===== config.mk =====
export PLATFORM = sky130hd
export DESIGN_NAME = fv_info_req_issuer
export DESIGN_NICKNAME = d
export VERILOG_FILES = /design/src/rtl/fv_info_pkg.sv /design/src/rtl/fv_info_tag_fifo.sv /design/src/rtl/fv_info_req_issuer.sv
export SDC_FILE = /design/constraint.sdc
export NUM_CORES = 1
export LEC_CHECK = 0
export ABC_CLOCK_PERIOD_IN_PS = 2220
export BUFFER_PORTS_ARGS = -buffer_cell sky130_fd_sc_hd__buf_4
export CORE_ASPECT_RATIO = 0.75
export CORE_MARGIN = 4
export CORE_UTILIZATION = 49
export DETAILED_ROUTE_END_ITERATION = 8
export PLACE_DENSITY = 0.88
export SLEW_MARGIN = 0
export SYNTH_ARGS = -nofsm -noshare
export SYNTH_HDL_FRONTEND = slang
export SYNTH_SLANG_ARGS = --single-unit
export TNS_END_PERCENT = 10

===== constraint.sdc =====
create_clock -name clk -period 2.22 [get_ports clk]
set_input_delay 0.333 -clock clk [delete_from_list [all_inputs] [get_ports clk]]
set_output_delay 0.333 -clock clk [all_outputs]
set_load 0.005 [all_outputs]

===== src/rtl/fv_info_pkg.sv =====
// -----------------------------------------------------------------------------
// fv_info_pkg
// Shared sizing constants, types and helpers for the FV-info request issuer.
//   NUM_PE     requesting PEs
//   NODE_ID_W  node index width (FV-info SRAM is 128 deep)
//   INFO_W     FV-info word width
//   MAX_OUTST  in-flight request cap and tag FIFO depth (power of 2, >= 2)
// -----------------------------------------------------------------------------
package fv_info_pkg;

  localparam int NUM_PE    = 4;
  localparam int NODE_ID_W = 7;
  localparam int INFO_W    = 10;
  localparam int MAX_OUTST = 4;
  localparam int PE_ID_W   = $clog2(NUM_PE);
  localparam int CNT_W     = $clog2(MAX_OUTST) + 1;

  typedef logic [PE_ID_W-1:0]   fv_pe_id_t;
  typedef logic [NODE_ID_W-1:0] fv_node_id_t;
  typedef logic [INFO_W-1:0]    fv_info_t;

  typedef struct packed {
    logic        valid;
    fv_pe_id_t   pe_id;
    fv_node_id_t node_id;
  } fv_info_bus_req_t;

  typedef enum logic {
    IDLE = 1'b0,
    REQ  = 1'b1
  } fv_issuer_state_e;

  // Round-robin successor; explicit wrap keeps it correct for non-power-of-2 NUM_PE.
  function automatic fv_pe_id_t rr_next(input fv_pe_id_t id);
    return (id == fv_pe_id_t'(NUM_PE - 1)) ? '0 : id + 1'b1;
  endfunction

endpackage


===== src/rtl/fv_info_tag_fifo.sv =====
// -----------------------------------------------------------------------------
// fv_info_tag_fifo
// Synchronous FIFO holding the pe_id of every granted request until its
// in-order response returns. Pointers are PTR_W+1 bits; full/empty are told
// apart by the pointer MSB.
// Ports:
//   clk, rst_n       clock, asynchronous active-low reset
//   push_i, push_data_i   enqueue a tag (ignored when full)
//   pop_i            dequeue the head tag (ignored when empty)
//   head_o           oldest tag
//   full_o, empty_o  occupancy flags
//   count_o          number of stored tags
// -----------------------------------------------------------------------------
module fv_info_tag_fifo #(
  parameter  int DEPTH = 4,
  parameter  int WIDTH = 2,
  localparam int PTR_W = $clog2(DEPTH)
) (
  input  logic             clk,
  input  logic             rst_n,
  input  logic             push_i,
  input  logic [WIDTH-1:0] push_data_i,
  input  logic             pop_i,
  output logic [WIDTH-1:0] head_o,
  output logic             full_o,
  output logic             empty_o,
  output logic [PTR_W:0]   count_o
);

  logic [WIDTH-1:0] mem_q [DEPTH];
  logic [PTR_W:0]   wr_ptr_q, rd_ptr_q;
  logic             do_push, do_pop;

  assign do_push = push_i && !full_o;
  assign do_pop  = pop_i && !empty_o;

  // NOTE: storage is deliberately not reset; the pointers alone define which
  // entries are valid, so clearing the array would only cost reset fan-out.
  always_ff @(posedge clk) begin
    if (do_push) mem_q[wr_ptr_q[PTR_W-1:0]] <= push_data_i;
  end

  // NOTE: state updates use non-blocking assignments so every register sees
  // the pre-edge value of every other register, independent of block order.
  always_ff @(posedge clk or negedge rst_n) begin
    if (!rst_n) begin
      wr_ptr_q <= '0;
      rd_ptr_q <= '0;
    end else begin
      if (do_push) wr_ptr_q <= wr_ptr_q + 1'b1;
      if (do_pop)  rd_ptr_q <= rd_ptr_q + 1'b1;
    end
  end

  assign empty_o = (wr_ptr_q == rd_ptr_q);
  assign full_o  = (wr_ptr_q[PTR_W] != rd_ptr_q[PTR_W]) &&
                   (wr_ptr_q[PTR_W-1:0] == rd_ptr_q[PTR_W-1:0]);
  assign count_o = wr_ptr_q - rd_ptr_q;
  assign head_o  = mem_q[rd_ptr_q[PTR_W-1:0]];

endmodule


===== src/rtl/fv_info_req_issuer.sv =====
// -----------------------------------------------------------------------------
// fv_info_req_issuer
// Initiator side of the FV-info lookup path. Arbitrates round-robin among
// NUM_PE requesters, drives one {valid,pe_id,node_id} beat per bus grant and
// steers each in-order response back to its PE via a tag FIFO. In-flight
// requests are capped at MAX_OUTST.
// Ports:
//   clk, reset                 clock, asynchronous active-low reset
//   pe_req_valid/pe_req_node   per-PE request (held until accepted)
//   pe_req_ready               one-hot, one-cycle accept pulse
//   bus_req_valid/pe_id/node   request beat; transfers on bus_gnt
//   bus_gnt                    bus grant
//   rsp_valid/rsp_data         in-order response, no backpressure
//   pe_info_valid/pe_info_data registered response delivery
//   outst_cnt                  in-flight request count
//   rsp_err                    sticky protocol error
// Build option: define FV_INFO_RSP_CHECK_EN to build the rsp_err checker
// (unexpected response, grant without a request). Otherwise rsp_err is 0.
// -----------------------------------------------------------------------------
module fv_info_req_issuer
  import fv_info_pkg::*;
(
  input  logic                        clk,
  input  logic                        reset,
  input  logic [NUM_PE-1:0]           pe_req_valid,
  input  logic [NUM_PE*NODE_ID_W-1:0] pe_req_node,
  output logic [NUM_PE-1:0]           pe_req_ready,
  output logic                        bus_req_valid,
  output logic [PE_ID_W-1:0]          bus_req_pe_id,
  output logic [NODE_ID_W-1:0]        bus_req_node,
  input  logic                        bus_gnt,
  input  logic                        rsp_valid,
  input  logic [INFO_W-1:0]           rsp_data,
  output logic [NUM_PE-1:0]           pe_info_valid,
  output logic [INFO_W-1:0]           pe_info_data,
  output logic [CNT_W-1:0]            outst_cnt,
  output logic                        rsp_err
);

  fv_issuer_state_e  state_q, state_d;
  fv_pe_id_t         rr_ptr_q, rr_ptr_d;
  fv_info_bus_req_t  bus_req_q, bus_req_d;
  logic [NUM_PE-1:0] pe_req_ready_q, pe_req_ready_d;
  logic [NUM_PE-1:0] pe_info_valid_q, pe_info_valid_d;
  fv_info_t          pe_info_data_q, pe_info_data_d;

  logic              tag_push, tag_pop, tag_full, tag_empty;
  fv_pe_id_t         tag_head;
  logic [CNT_W-1:0]  tag_count;

  fv_pe_id_t         arb_idx, winner;
  logic              winner_found;

  assign tag_push = bus_req_q.valid && bus_gnt;
  assign tag_pop  = rsp_valid && !tag_empty;

  fv_info_tag_fifo #(
    .DEPTH (MAX_OUTST),
    .WIDTH (PE_ID_W)
  ) u_tag_fifo (
    .clk         (clk),
    .rst_n       (reset),
    .push_i      (tag_push),
    .push_data_i (bus_req_q.pe_id),
    .pop_i       (tag_pop),
    .head_o      (tag_head),
    .full_o      (tag_full),
    .empty_o     (tag_empty),
    .count_o     (tag_count)
  );

  // First requester at or after the round-robin pointer.
  always_comb begin
    winner       = '0;
    winner_found = 1'b0;
    arb_idx      = '0;
    for (int i = 0; i < NUM_PE; i++) begin
      arb_idx = fv_pe_id_t'((int'(rr_ptr_q) + i) % NUM_PE);
      if (!winner_found && pe_req_valid[arb_idx]) begin
        winner       = arb_idx;
        winner_found = 1'b1;
      end
    end
  end

  // NOTE: every signal gets a default before the case, so no path leaves a
  // value unassigned and no latch is inferred.
  always_comb begin
    state_d        = state_q;
    rr_ptr_d       = rr_ptr_q;
    bus_req_d      = bus_req_q;
    pe_req_ready_d = '0;
    unique case (state_q)
      IDLE: begin
        // Full check is made only here, so a beat already in REQ may finish.
        if (winner_found && !tag_full) begin
          state_d           = REQ;
          bus_req_d.valid   = 1'b1;
          bus_req_d.pe_id   = winner;
          bus_req_d.node_id = pe_req_node[int'(winner)*NODE_ID_W +: NODE_ID_W];
          pe_req_ready_d[winner] = 1'b1;
          rr_ptr_d          = rr_next(winner);
        end
      end
      REQ: begin
        if (bus_gnt) begin
          state_d         = IDLE;
          bus_req_d.valid = 1'b0;
        end
      end
      default: state_d = IDLE;
    endcase
  end

  always_comb begin
    pe_info_valid_d = '0;
    pe_info_data_d  = pe_info_data_q;
    if (tag_pop) begin
      pe_info_valid_d[tag_head] = 1'b1;
      pe_info_data_d            = rsp_data;
    end
  end

  always_ff @(posedge clk or negedge reset) begin
    if (!reset) begin
      state_q         <= IDLE;
      rr_ptr_q        <= '0;
      bus_req_q       <= '0;
      pe_req_ready_q  <= '0;
      pe_info_valid_q <= '0;
      pe_info_data_q  <= '0;
    end else begin
      state_q         <= state_d;
      rr_ptr_q        <= rr_ptr_d;
      bus_req_q       <= bus_req_d;
      pe_req_ready_q  <= pe_req_ready_d;
      pe_info_valid_q <= pe_info_valid_d;
      pe_info_data_q  <= pe_info_data_d;
    end
  end

`ifdef FV_INFO_RSP_CHECK_EN
  logic rsp_err_q;
  always_ff @(posedge clk or negedge reset) begin
    if (!reset) begin
      rsp_err_q <= 1'b0;
    end else if ((rsp_valid && tag_empty) || (bus_gnt && !bus_req_q.valid)) begin
      rsp_err_q <= 1'b1;
    end
  end
  assign rsp_err = rsp_err_q;
`else
  assign rsp_err = 1'b0;
`endif

  assign pe_req_ready  = pe_req_ready_q;
  assign bus_req_valid = bus_req_q.valid;
  assign bus_req_pe_id = bus_req_q.pe_id;
  assign bus_req_node  = bus_req_q.node_id;
  assign pe_info_valid = pe_info_valid_q;
  assign pe_info_data  = pe_info_data_q;
  assign outst_cnt     = tag_count;

endmodule


==> Yosys cells after proc, flatten, opt, wreduce, memory -nomap -nowiden <==
Memory sizes are Yosys's and may differ from the RTL's.
Index checks and enable logic that the tools add are counted.
{ "word_totals": {"mem_bits_ro": 0, "memories": 1, "wordCells": 85, "register_bits": 37, "latch_bits": 0, "output_inout_bits": 32, "mem_bits_rw": 8} }
{ "mem_list": {"columns": ["memory", "depth", "word_bits", "rd", "rd_ports_with_merged_regs", "write_ports", "line", "rtl"], "rows": [
  ["u_tag_fifo.mem_q", 4, 2, 1, 0, 1, "fv_info_tag_fifo.sv:30", "logic [WIDTH-1:0] mem_q [DEPTH];"]
]} }
{ "op_classes": {"addsub": 7, "bitwise_logic": 1, "muxes": 32, "order_cmp": 8, "shifts": 1, "n_eq_ne": 6, "n_reduce_logical": 18, "div_mod_pow": 0, "mul": 1} }
{ "op_table": {"columns": ["cell", "count"], "rows": [
  ["$shiftx A28 B6 Y7", 1],
  ["$lt A2 B3 Y1 const B", 6],
  ["$mux W1", 15],
  ["$mux W4", 3],
  ["$logic_and A1 B1 Y1", 11],
  ["$mux W10", 1],
  ["$mux W2", 5],
  ["$bmux W1 S2", 4],
  ["$add A3 B1 Y3 const B", 2],
  ["$logic_not A1 Y1", 5],
  ["$mul A2 B3 Y5 const B", 1],
  ["$add A2 B1 Y2 const B", 2],
  ["$add A2 B2 Y2 const B", 2],
  ["$demux W1 S2", 2],
  ["$ge A2 B1 Y1 const B", 2],
  ["$ne A2 B2 Y1 const B", 2],
  ["$pmux W1 S2", 2],
  ["$reduce_and A2 Y1", 2],
  ["$eq A3 B3 Y1", 1],
  ["$sub A3 B3 Y3", 1],
  ["$eq A2 B2 Y1", 1],
  ["$eq A2 B2 Y1 const B", 1],
  ["$ne A1 B1 Y1", 1],
  ["$not A1 Y1", 1]
]} }

==> Longest topological paths before layout <==
Gate-level depths: netlist (run 1).
{ "logic_depth": {"ltp_word": 18, "mapped_depth": 9} }

==> Modules after synthesis <==
Synthesis (run 1) repeated with hierarchy kept, for this count alone.
{ "unflattened": {"cells_unflattened": 175, "hier_area_um2": 2158.3} }
{ "modules_own_cells": {"columns": ["module", "area_per_inst_um2", "cells_each", "n_inst"], "rows": [
  ["fv_info_req_issuer", 1415.1, 121, 1],
  ["fv_info_tag_fifo", 743.2, 54, 1]
]} }

==> Worst setup path after synthesis (run 1) <==
OpenSTA, ideal clock, no wires.
{ "synth_path": {"path_type": "reg2reg", "start": "reg u_tag_fifo.rd_ptr_q[1]", "end": "reg bus_req_q, in the netlist bus_req_node[3]", "period_less_slack_ns": 1.806, "arrival_ns": 1.664, "stages_incl_launch_ff": 10, "path_slack_ns": 0.414, "setup_time_ns": 0.142, "required_time_ns": 2.078, "path_cell_list": "dfrtp_1 -> inv_1 -> ha_1 -> nand2_1 -> nor2b_4 -> or3_1 -> buf_2 -> buf_6 -> nand2_1 -> o221ai_1"} }
{ "synth_via": {"elab_chain_cells": 5} }
{ "synth_rtl": {"columns": ["element", "line", "rtl"], "rows": [
  ["from (decl)", "fv_info_tag_fifo.sv:31", "logic [PTR_W:0] wr_ptr_q, rd_ptr_q;"],
  ["from (signal assigned)", "fv_info_tag_fifo.sv:51", "if (do_pop) rd_ptr_q <= rd_ptr_q + 1'b1;"],
  ["$eq A2 B2 Y1", "fv_info_tag_fifo.sv:57", "(wr_ptr_q[PTR_W-1:0] == rd_ptr_q[PTR_W-1:0]);"],
  ["$logic_and A1 B1 Y1", "fv_info_tag_fifo.sv:56", "assign full_o = (wr_ptr_q[PTR_W] != rd_ptr_q[PTR_W]) &&"],
  ["$logic_not A1 Y1", "fv_info_req_issuer.sv:96", "if (winner_found && !tag_full) begin"],
  ["$logic_and A1 B1 Y1", "fv_info_req_issuer.sv:96", null],
  ["$reduce_and A2 Y1 (no line)", null, null],
  ["to (signal assigned)", "fv_info_req_issuer.sv:135", "bus_req_q <= bus_req_d;"],
  ["to (decl)", "fv_info_req_issuer.sv:42", "fv_info_bus_req_t bus_req_q, bus_req_d;"]
]} }
Every way passes these cells.
A chain may end at the register's enable or synchronous reset.

==> Worst setup path after layout (run 1) <==
{ "layout_path": {"start": "reg u_tag_fifo.rd_ptr_q[0]", "end": "out outst_cnt[2]"} }
{ "layout_via": {"elab_chain_cells": 1} }
{ "layout_rtl": {"columns": ["element", "line", "rtl"], "rows": [
  ["$sub A3 B3 Y3", "fv_info_tag_fifo.sv:58", "assign count_o = wr_ptr_q - rd_ptr_q;"],
  ["to (decl)", "fv_info_req_issuer.sv:36", "output logic [CNT_W-1:0] outst_cnt,"]
]} }
Every way passes these cells.

==> results of run 1 <==
metal layers:
metal	wire [µm]	up-vias	global-route usage
li1	-	792	-
met5	0	-	0
met3	520	6	0.0714
met2	1970	77	0.273
met1	2060	717	0.246
met4	53	0	0.0562
per-stage QoR:
stage                     utilization  setup WS (ps)  hold WS, ps  area [µm²]  std cells
after floorplan                     -            414         37.4        2130        192
after global placement          0.662            323          313        2730        318
after detailed placement        0.662            153          315        2730        318
after CTS                       0.685            138          217        2830        327
after global routing            0.686           29.0          219        2830        327
final                           0.686            155          223        2830        327
how the worst min path moves through the flow:
stage / end / slack, ps / depth (start not counted)
CTS: pe_info_data[1] / 220 / 3
global placement: pe_info_valid[3] / 310 / 1
floorplan: bus_req_node[0] / 40 / 0
finish: pe_info_data[7] / 220 / 3
global route: pe_info_data[0] / 220 / 3
detailed placement: pe_info_valid[0] / 320 / 1
Yosys cell counts:
master    number  area [µm²]
or3_1          1        6.26
clkbuf_1       1        3.75
buf_6          3        33.8
fa_1           1        20.0
dfrtp_1       37         926
conb_1         1        3.75
o221ai_1       7        61.3
nor4_1         1        6.26
mux4_2         2        45.0
a21boi_0       1        7.51
nand2b_1       1        6.26
xor2_1         3        26.3
ha_1          11         138
buf_2          2        10.0
xnor2_1        3        26.3
nor3b_1        1        7.51
nor2b_4        1        13.8
edfxtp_1       8         240
o2bb2a_1       1        10.0
mux2i_1       15         150
a21oi_1        3        15.0
inv_1         11        41.3
o21ai_0        3        15.0
buf_4          1        7.51
o21ai_1        3        15.0
nor3_2         1        10.0
nand2_1       54         203
and3_1         2        12.5
nor3_1         2        10.0
nor2_1         3        11.3
and2_1         8        50.1
layout by cell type (no fill, tap or decap), drive strengths merged:
master | synthesis | layout
buf | 6 | 78
and3 | 2 | 2
nor2 | 3 | 3
dlygate4sd3 | 0 | 1
nor3 | 3 | 3
xor2 | 3 | 3
fa | 1 | 1
xnor2 | 3 | 3
or3 | 1 | 1
o2bb2a | 1 | 1
mux4 | 2 | 2
nor3b | 1 | 1
and2 | 8 | 8
nor2b | 1 | 1
dfrtp | 37 | 37
conb | 1 | 1
nor4 | 1 | 1
ha | 11 | 11
mux2i | 15 | 15
clkinv | 0 | 1
nand2 | 54 | 54
a21oi | 3 | 3
inv | 11 | 13
o21ai | 6 | 6
edfxtp | 8 | 8
a21boi | 1 | 1
clkbuf | 1 | 5
o221ai | 7 | 7
nand2b | 1 | 1
flip-flops by register name (all words and copies together), names as in the netlist:
register / cells
state_q: 1
pe_info_data: 10
u_tag_fifo.mem_q: 8
pe_req_ready: 4
u_tag_fifo.rd_ptr_q: 3
bus_req_pe_id: 2
bus_req_node: 7
bus_req_valid: 1
u_tag_fifo.wr_ptr_q: 3
rr_ptr_q: 2
pe_info_valid: 4
power groups by stage:
stage | combinational (mW) | sequential (mW) | clock [mW]
global placement | 1.75 | 1.47 | 0
CTS | 1.83 | 1.47 | 0.519
detailed placement | 1.82 | 1.48 | 0
finish | 1.80 | 1.47 | 0.504
floorplan | 1.05 | 1.45 | 0
global route | 2.04 | 1.52 | 0.552
area by class of cell:
class / count / area (µm²)
clock buffers: 5 / 68.8
clock inverters: 3 / 20.0
fillers: 318 / 1300
inverters: 11 / 41.3
multi-input cells: 129 / 872
flip-flops and latches: 45 / 1170
well taps: 55 / 68.8
repair buffers: 79 / 596
worst max-delay path, cell delays in order (launching register included):
cell and delay [ps]:
dfrtp_1 470, ha_1 260, fa_1 380, xor2_1 180, buf_4 150
kinds of logic after synthesis:
kind of cell | synth area share
AND/OR/NAND/NOR | 0.158
flip-flops | 0.547
buffers and inverters | 0.0452
AO/OA/AOI/OAI | 0.0581
multiplexers | 0.0915
other | 0.00176
XOR/XNOR | 0.0247
adder cells (fa/ha/maj) | 0.0739
timing repair:
action                                  in CTS  in global routing
endpoints found under the setup margin       0                  2
hold buffers                                 1                  0
gates resized for setup                      0                  1
endpoints found under the hold margin       37                  0
==> results by group, run 1 <==
STA
  – Max Slew Vio Count: 0
  – Final hold viol count: 0
  – Slew @ Worst Pin: 601 ps
  – Final period util: 0.930
  – Final worst path period need: 2070 ps
  – Setup TNS: 0 ps
  – Unrepaired setup endpoints after global routing: false
  – Fmax: 0.484 GHz
  – Setup violators final: 0
  – Final Skew: 5.51 ps
  – Max-slew headroom: 0.596

Critical path
  – Reg2Reg Capture Point: bus_req_node[3]
  – Critical path type: flip-flop to primary output
  – Start point of the critical path: u_tag_fifo.rd_ptr_q[0]
  – FF-to-FF path depth: 7
  – Crit path required time: 1890 ps
  – Crit path capture type: primary output
  – R2r startpoint: u_tag_fifo.rd_ptr_q[1]
  – Crit path to: outst_cnt[2]
  – R2R Setup Slk: 190 ps
  – Worst Path Max Fanout: 5
  – Arrival time at the worst endpoint: 1730 ps
  – Worst setup SP type: flip-flop

Clocking
  – Clock sinks: 45
  – Clk buf depth: 2
  – Total setup buffers inserted after CTS: 0
  – Clock slew at reported path FFs: 80 ps
  – TritonCTS clock tree: built
  – Cts bufs inserted: 5
  – CTS root buf: clkbuf_8
  – Clock Latency Late Sink: 300 ps
  – CTS H-tree depth: 2

Detailed routing
  – First-pass detailed-route iteration total: 4
  – Starting DRT DRC Count: 47
  – Antenna viol nets, final: 0
  – DRC violations left: 0
  – Drt total wl: 4610 µm
  – DR WL/cell: 14.1 µm
  – Via count: 1592
  – Vias per cell: 4.87

Logic synthesis
  – Register area share after synthesis: 0.547
  – Syn avg cell area: 11.1 µm²
  – Ys Warns: 0
  – #FFs+latches synth: 45
  – Synth Cell Area: 2130 µm²
  – Mapped Nets: 250
  – Syn Inst Count: 192
  – Yosys cell types: 31

Power and ir drop
  – Int Power: 2.35 mW
  – Final Power: 3.77 mW
  – Switching power: 1.42 mW
  – Maximum VDD drop: 722 µV
  – Comb pwr share: 0.477
  – P_leak: 1.47 nW
  – Sequential Power Share: 0.389
  – Clock power frac: 0.134
  – Switching part of the total power: 0.376
  – Pwr per Cell Area: 1330 nW/µm²

Floorplanning
  – Initial Util: 0.516
  – Die Span X: 84.2 µm
  – Die ar.: 5480 µm²
  – Die Ht: 65.1 µm
  – Row Count: 20
  – Boundary pin count: 78
  – CORE AREA: 4130 µm²

Final layout
  – Layout cells sized above 1: 0.335
  – Area Growth Syn to Fin: 32.9%
  – N_diodes: 0
  – Nets: 329

Global routing
  – Global route total overflow: 0
  – Largest net degree at the start of global routing: 38
  – Antenna violations before repair: 0
  – First-pass GRT wire length: 7810 µm
  – Vias in the first global route: 1638
  – GRT Util Overall: 0.182

Place
  – Detailed placement HPWL: 3550 µm
  – # port buffers: 76
  – Routability cong.: 0.797

Status
  – Status: finished clean

Min path
  – Hold crit path type: input pin to flip-flop
  – Min-delay src: rsp_data[7]

Run
  – Max-cap check violation count: 0
Note: power is estimated with default switching activity, not from simulation.
==> inputs of run 2 (changes only) <==
- CORE_UTILIZATION: 49 -> 51
- CTS_BUF_LIST: default -> sky130_fd_sc_hd__clkbuf_2 sky130_fd_sc_hd__clkbuf_4 sky130_fd_sc_hd__clkbuf_8
- PLACE_DENSITY: 0.88 -> 0.91
==> run 2 against run 1 <==
Compared with the run above: core utilization up 1.9 points; wire length is 1.7% higher; setup slack gained 17 ps; total power rose by 2.9%; sequential power is essentially flat; non-clock buffer count unchanged; global-route usage is 0.52 points higher; via count is 4.8% higher; critical path depth is the same; count of clock-buffer cells in the layout grew 1; die area down 3.5%; critical endpoint unchanged; largest cell class unchanged; highest routed layer unchanged.
==> results by group, run 2 (same netlist as run 1, synthesis figures left out) <==
Detailed routing
  – First-pass detailed-route iteration total: 6
  – Antenna viol nets, final: 0
  – Via count: 1669
  – Vias per cell: 5.10
  – DRC violations left: 0
  – DR WL/cell: 14.3 µm
  – Starting DRT DRC Count: 70
  – Drt total wl: 4680 µm

Clocking
  – Clk buf depth: 2
  – Total setup buffers inserted after CTS: 0
  – Post-CTS Resized: 0
  – # hold bufs at CTS: 1
  – CTS H-tree depth: 2
  – CTS root buf: clkbuf_8
  – Cts bufs inserted: 5
  – TritonCTS clock tree: built
  – Clock Latency Late Sink: 300 ps
  – Clock slew at reported path FFs: 80 ps
  – Clock sinks: 45

Critical path
  – Worst path bufs/invs: 1
  – Critical path type: flip-flop to primary output
  – FF-to-FF path depth: 7
  – Worst Path Max Fanout: 5
  – CP peak stage delay: 470 ps
  – Arrival time at the worst endpoint: 1710 ps
  – CP delay by family, top: adder cells
  – Worst setup SP type: flip-flop
  – Slowest cell on the critical path: dfrtp_1
  – R2R Setup Slk: 260 ps
  – Crit path capture type: primary output
  – Crit path required time: 1890 ps
  – Crit-path cells: ha_1 -> fa_1 -> xor2_1 -> buf_4
  – Critical Path Stages: 4

Global routing
  – Antenna violations before repair: 0
  – Largest net degree at the start of global routing: 38
  – GRT Util Overall: 0.187
  – Global route total overflow: 0
  – First-pass GRT wire length: 7290 µm
  – Vias in the first global route: 1640

Power and ir drop
  – Int Power: 2.47 mW
  – Switching power: 1.40 mW
  – Final Power: 3.88 mW
  – Sequential Power Share: 0.381
  – P_leak: 1.48 nW
  – Comb pwr share: 0.459
  – Pwr per Cell Area: 1360 nW/µm²
  – Switching part of the total power: 0.362
  – Clock power frac: 0.159
  – Maximum VDD drop: 642 µV

Final layout
  – N_diodes: 0
  – Most frequent cells in the layout: 78 x buf_4, 54 x nand2_1, 37 x dfrtp_1, 15 x mux2i_1
  – Final Core Density: 0.705
  – Max reg flops: 10
  – Nets: 329
  – Area Growth Syn to Fin: 34.0%
  – Layout cells sized above 1: 0.331
  – Most common cell after layout, fill and taps aside: buf_4
  – Final Instance Area: 2860 µm²

Min path
  – Hold crit path type: input pin to flip-flop
  – Hold Crit Depth: 3

Place
  – Detailed placement HPWL: 3610 µm
  – Routability cong.: 0.803
  – # port buffers: 76
  – Pre-CTS WS: 257 ps
  – Post-DP Area: 2730 µm²

Floorplanning
  – Die Span X: 82.7 µm
  – CORE AREA: 4050 µm²
  – Initial Util: 0.526
  – Die ar.: 5290 µm²
  – Die Ht: 64.0 µm
  – Boundary pin count: 78
  – Row Count: 20

STA
  – Final worst path period need: 2050 ps
  – Max-slew headroom: 0.664
  – Final Skew: 3.76 ps
  – Final hold viol count: 0
  – Unrepaired setup endpoints after global routing: false
  – Final period util: 0.923
  – Setup TNS: 0 ps
  – Slew @ Worst Pin: 500 ps
  – Setup violators final: 0
  – Fmax: 0.488 GHz
  – Max Slew Vio Count: 0
  – PnR worst setup slack: 172 ps

Status
  – Status: finished clean

Run
  – Max-cap check violation count: 0
## run 2: cell types whose count changed in the layout (fill, tap and decap cells not counted), sizes merged
cell,delta
bufinv,+1
inv,-2
clkbuf,+1
## run 2: cell type report
type,count,area [µm²]
clock buffer,6,76.3
clock inverter,2,38.8
fill,334,1200
inverter,11,41.3
multi-input combinational,129,870
sequential,45,1170
tap,55,68.8
timing repair buffer,79,596
## run 2: worst register-to-register path, stage by stage (launching register included)
cell and delay, ps:
dfrtp_1 460, inv_1 90, ha_1 290, nand2_1 130, nor2b_4 60, or3_1 550
nand2_1 150, o221ai_1 120
## run 2: final timing paths
kind	startpoint	end
worst max-delay path	u_tag_fifo.rd_ptr_q[0]	outst_cnt[2]
worst min-delay path	rsp_data[7]	pe_info_data[7]
worst max register to register	u_tag_fifo.rd_ptr_q[1]	bus_req_node[2]
worst min register to register	pe_info_data[1]	pe_info_data[1]
max in group asynchronous	reset	u_tag_fifo.wr_ptr_q[0]
min in group asynchronous	reset	pe_info_data[5]
## run 2: metal layers
| metal | vias to the layer above | part of all wire | GRT usage |
|---|---|---|---|
| met5 | - | 0 | 0 |
| met4 | 0 | 0.025 | 0.100 |
| met3 | 15 | 0.11 | 0.0662 |
| met2 | 95 | 0.45 | 0.287 |
| met1 | 760 | 0.42 | 0.230 |
| li1 | 799 | - | - |
## run 2: stage by stage
step | hold slack (ps) | instances
6_report | 223 | 327
5_1_grt | 215 | 327
4_1_cts | 212 | 327
3_5_place_dp | 318 | 318
3_3_place_gp | 308 | 318
2_1_floorplan | 37.4 | 192
## run 2: power by group through the flow
stage	Clock [mW]	Combinational [mW]	Sequential [mW]
CTS	0.631	1.81	1.48
global route	0.674	2.01	1.52
floorplan	0	1.05	1.45
global placement	0	1.73	1.47
detailed placement	0	1.80	1.49
finish	0.618	1.78	1.48
==> inputs of run 3 (changes only) <==
- SETUP_SLACK_MARGIN: default -> 0.3
==> run 3 against run 2 <==
Compared with the run above: via count fell by 0.18%; core utilization grew 1.0 points; critical path depth unchanged; wire length up 1.7%; global-route usage up 0.12 points; flip-flop and latch count stayed put; combinational power grew 6%; register-to-register slack improved by 70 ps; die area stayed put; worst hold slack better by 2.4 ps; count of clock-buffer cells in the layout is the same; critical path type unchanged.
==> results by group, run 3 (same netlist as run 1, synthesis figures left out) <==
Critical path
  – Crit path capture type: primary output
  – Crit path required time: 1890 ps
  – Crit path to: outst_cnt[1]
  – Reg2Reg Capture Point: u_tag_fifo.rd_ptr_q[2]
  – Worst path bufs/invs: 2
  – Arrival time at the worst endpoint: 1610 ps
  – Start point of the critical path: u_tag_fifo.rd_ptr_q[0]
  – CP peak stage delay: 530 ps
  – Worst Path Max Fanout: 2
  – FF-to-FF path depth: 7
  – Critical Path Stages: 4
  – R2r startpoint: u_tag_fifo.rd_ptr_q[1]
  – R2R Setup Slk: 330 ps
  – Worst setup SP type: flip-flop
  – CP delay by family, top: adder cells
  – Slowest cell on the critical path: fa_2
  – Crit-path cells: ha_1 -> fa_2 -> inv_1 -> buf_4
  – Critical path type: flip-flop to primary output

Min path
  – Hold crit path type: input pin to flip-flop
  – Min-delay src: rsp_data[7]

STA
  – Max Slew Vio Count: 0
  – Fmax: 0.514 GHz
  – Max-slew headroom: 0.544
  – Setup TNS: 0 ps
  – Final Skew: 3.02 ps
  – Final hold viol count: 0
  – Slew @ Worst Pin: 678 ps
  – Unrepaired setup endpoints after global routing: true
  – Final period util: 0.877
  – Fin Hold WS: 226 ps
  – PnR worst setup slack: 273 ps
  – Final worst path period need: 1950 ps
  – Setup violators final: 0

Power and ir drop
  – P_leak: 1.49 nW
  – Maximum VDD drop: 668 µV
  – Final Power: 3.98 mW
  – Pwr per Cell Area: 1370 nW/µm²

Detailed routing
  – Vias per cell: 5.05
  – Starting DRT DRC Count: 63
  – Antenna viol nets, final: 0
  – DR WL/cell: 14.4 µm
  – Drt total wl: 4760 µm
  – First-pass detailed-route iteration total: 5
  – DRC violations left: 0
  – Via count: 1666

Final layout
  – Layout cells sized above 1: 0.360
  – Max reg flops: 10
  – Layout filler cell count: 320
  – Area Growth Syn to Fin: 36.0%
  – Most frequent cells in the layout: 81 x buf_4, 53 x nand2_1, 36 x dfrtp_1, 15 x mux2i_1, 11 x ha_1
  – N_diodes: 0
  – Most common cell after layout, fill and taps aside: buf_4
  – Nets: 332

Global routing
  – Vias in the first global route: 1655
  – First-pass GRT wire length: 7350 µm
  – Antenna violations before repair: 0
  – Global route total overflow: 0
  – GRT Util Overall: 0.189
  – Largest net degree at the start of global routing: 38

Clocking
  – TritonCTS clock tree: built
  – Cts bufs inserted: 5
  – Clock Latency Late Sink: 290 ps
  – CTS root buf: clkbuf_8
  – CTS H-tree depth: 2
  – Clk buf depth: 2
  – Clock slew at reported path FFs: 80 ps
  – Clock sinks: 45

Floorplanning
  – Die Span X: 82.7 µm
  – Boundary pin count: 78
  – Row Count: 20
  – Die Ht: 64.0 µm
  – Initial Util: 0.526
  – CORE AREA: 4050 µm²
  – Die ar.: 5290 µm²

Place
  – # port buffers: 76
  – Detailed placement HPWL: 3610 µm
  – Routability cong.: 0.803
  – Pre-CTS WS: 257 ps

Run
  – Max-cap check violation count: 0

Status
  – Status: finished clean
[run 3: worst min-delay path by stage]
stage	cells past startpoint	endpoint
5_1_grt	3	pe_info_data[6]
4_1_cts	3	pe_info_data[7]
2_1_floorplan	0	bus_req_node[0]
3_5_place_dp	1	pe_info_valid[0]
6_report	3	pe_info_data[7]
3_3_place_gp	1	pe_info_valid[1]
[run 3: area by class of cell]
type | instances | area, µm² | area share
timing repair buffer | 82 | 618 | 0.213
inverter | 11 | 41.3 | 0.0142
clock buffer | 6 | 76.3 | 0.0263
sequential | 45 | 1170 | 0.403
multi-input combinational | 129 | 888 | 0.306
tap | 55 | 68.8 | 0.0237
clock inverter | 2 | 38.8 | 0.0134
[run 3: worst reg2reg max path, cell delays in order, from the launching register on]
cell     delay, ps
dfrtp_1        460
inv_1           90
ha_1           290
nand2_1        130
o21ai_1        120
inv_1          380
nand2_1        140
xnor2_1        190
[run 3: routing by layer]
metal | vias up | global-route usage | wire length [µm]
met4 | 0 | 0.100 | 107
met2 | 91 | 0.292 | 2200
li1 | 806 | - | -
met5 | - | 0 | 0
met3 | 11 | 0.0662 | 526
met1 | 758 | 0.230 | 1930
[run 3: repair_timing]
| action | in CTS | in global routing |
|---|---|---|
| buffers inserted | 2 | 1 |
| resized for setup | 5 | 2 |
| endpoints found under the setup margin | 10 | 19 |
| hold buffers | 1 | 0 |
| hold endpoints to repair | 37 | 0 |
| gates cloned | 0 | 0 |
| pin swaps | 0 | 0 |
[run 3: stage by stage]
step,cell area (µm²),cells,util
global route,2900,330,0.715
floorplan,2130,192,-
detailed placement,2730,318,0.674
finish,2900,330,0.715
CTS,2890,329,0.712
global placement,2730,318,0.674
[run 3: where the power goes]
| part | internal, mW | leakage (nW) | switching (mW) |
|---|---|---|---|
| clock network | 0.350 | 0.0588 | 0.267 |
| logic | 0.970 | 0.903 | 0.921 |
| registers | 1.22 | 0.531 | 0.248 |
| total | 2.54 | 1.49 | 1.44 |
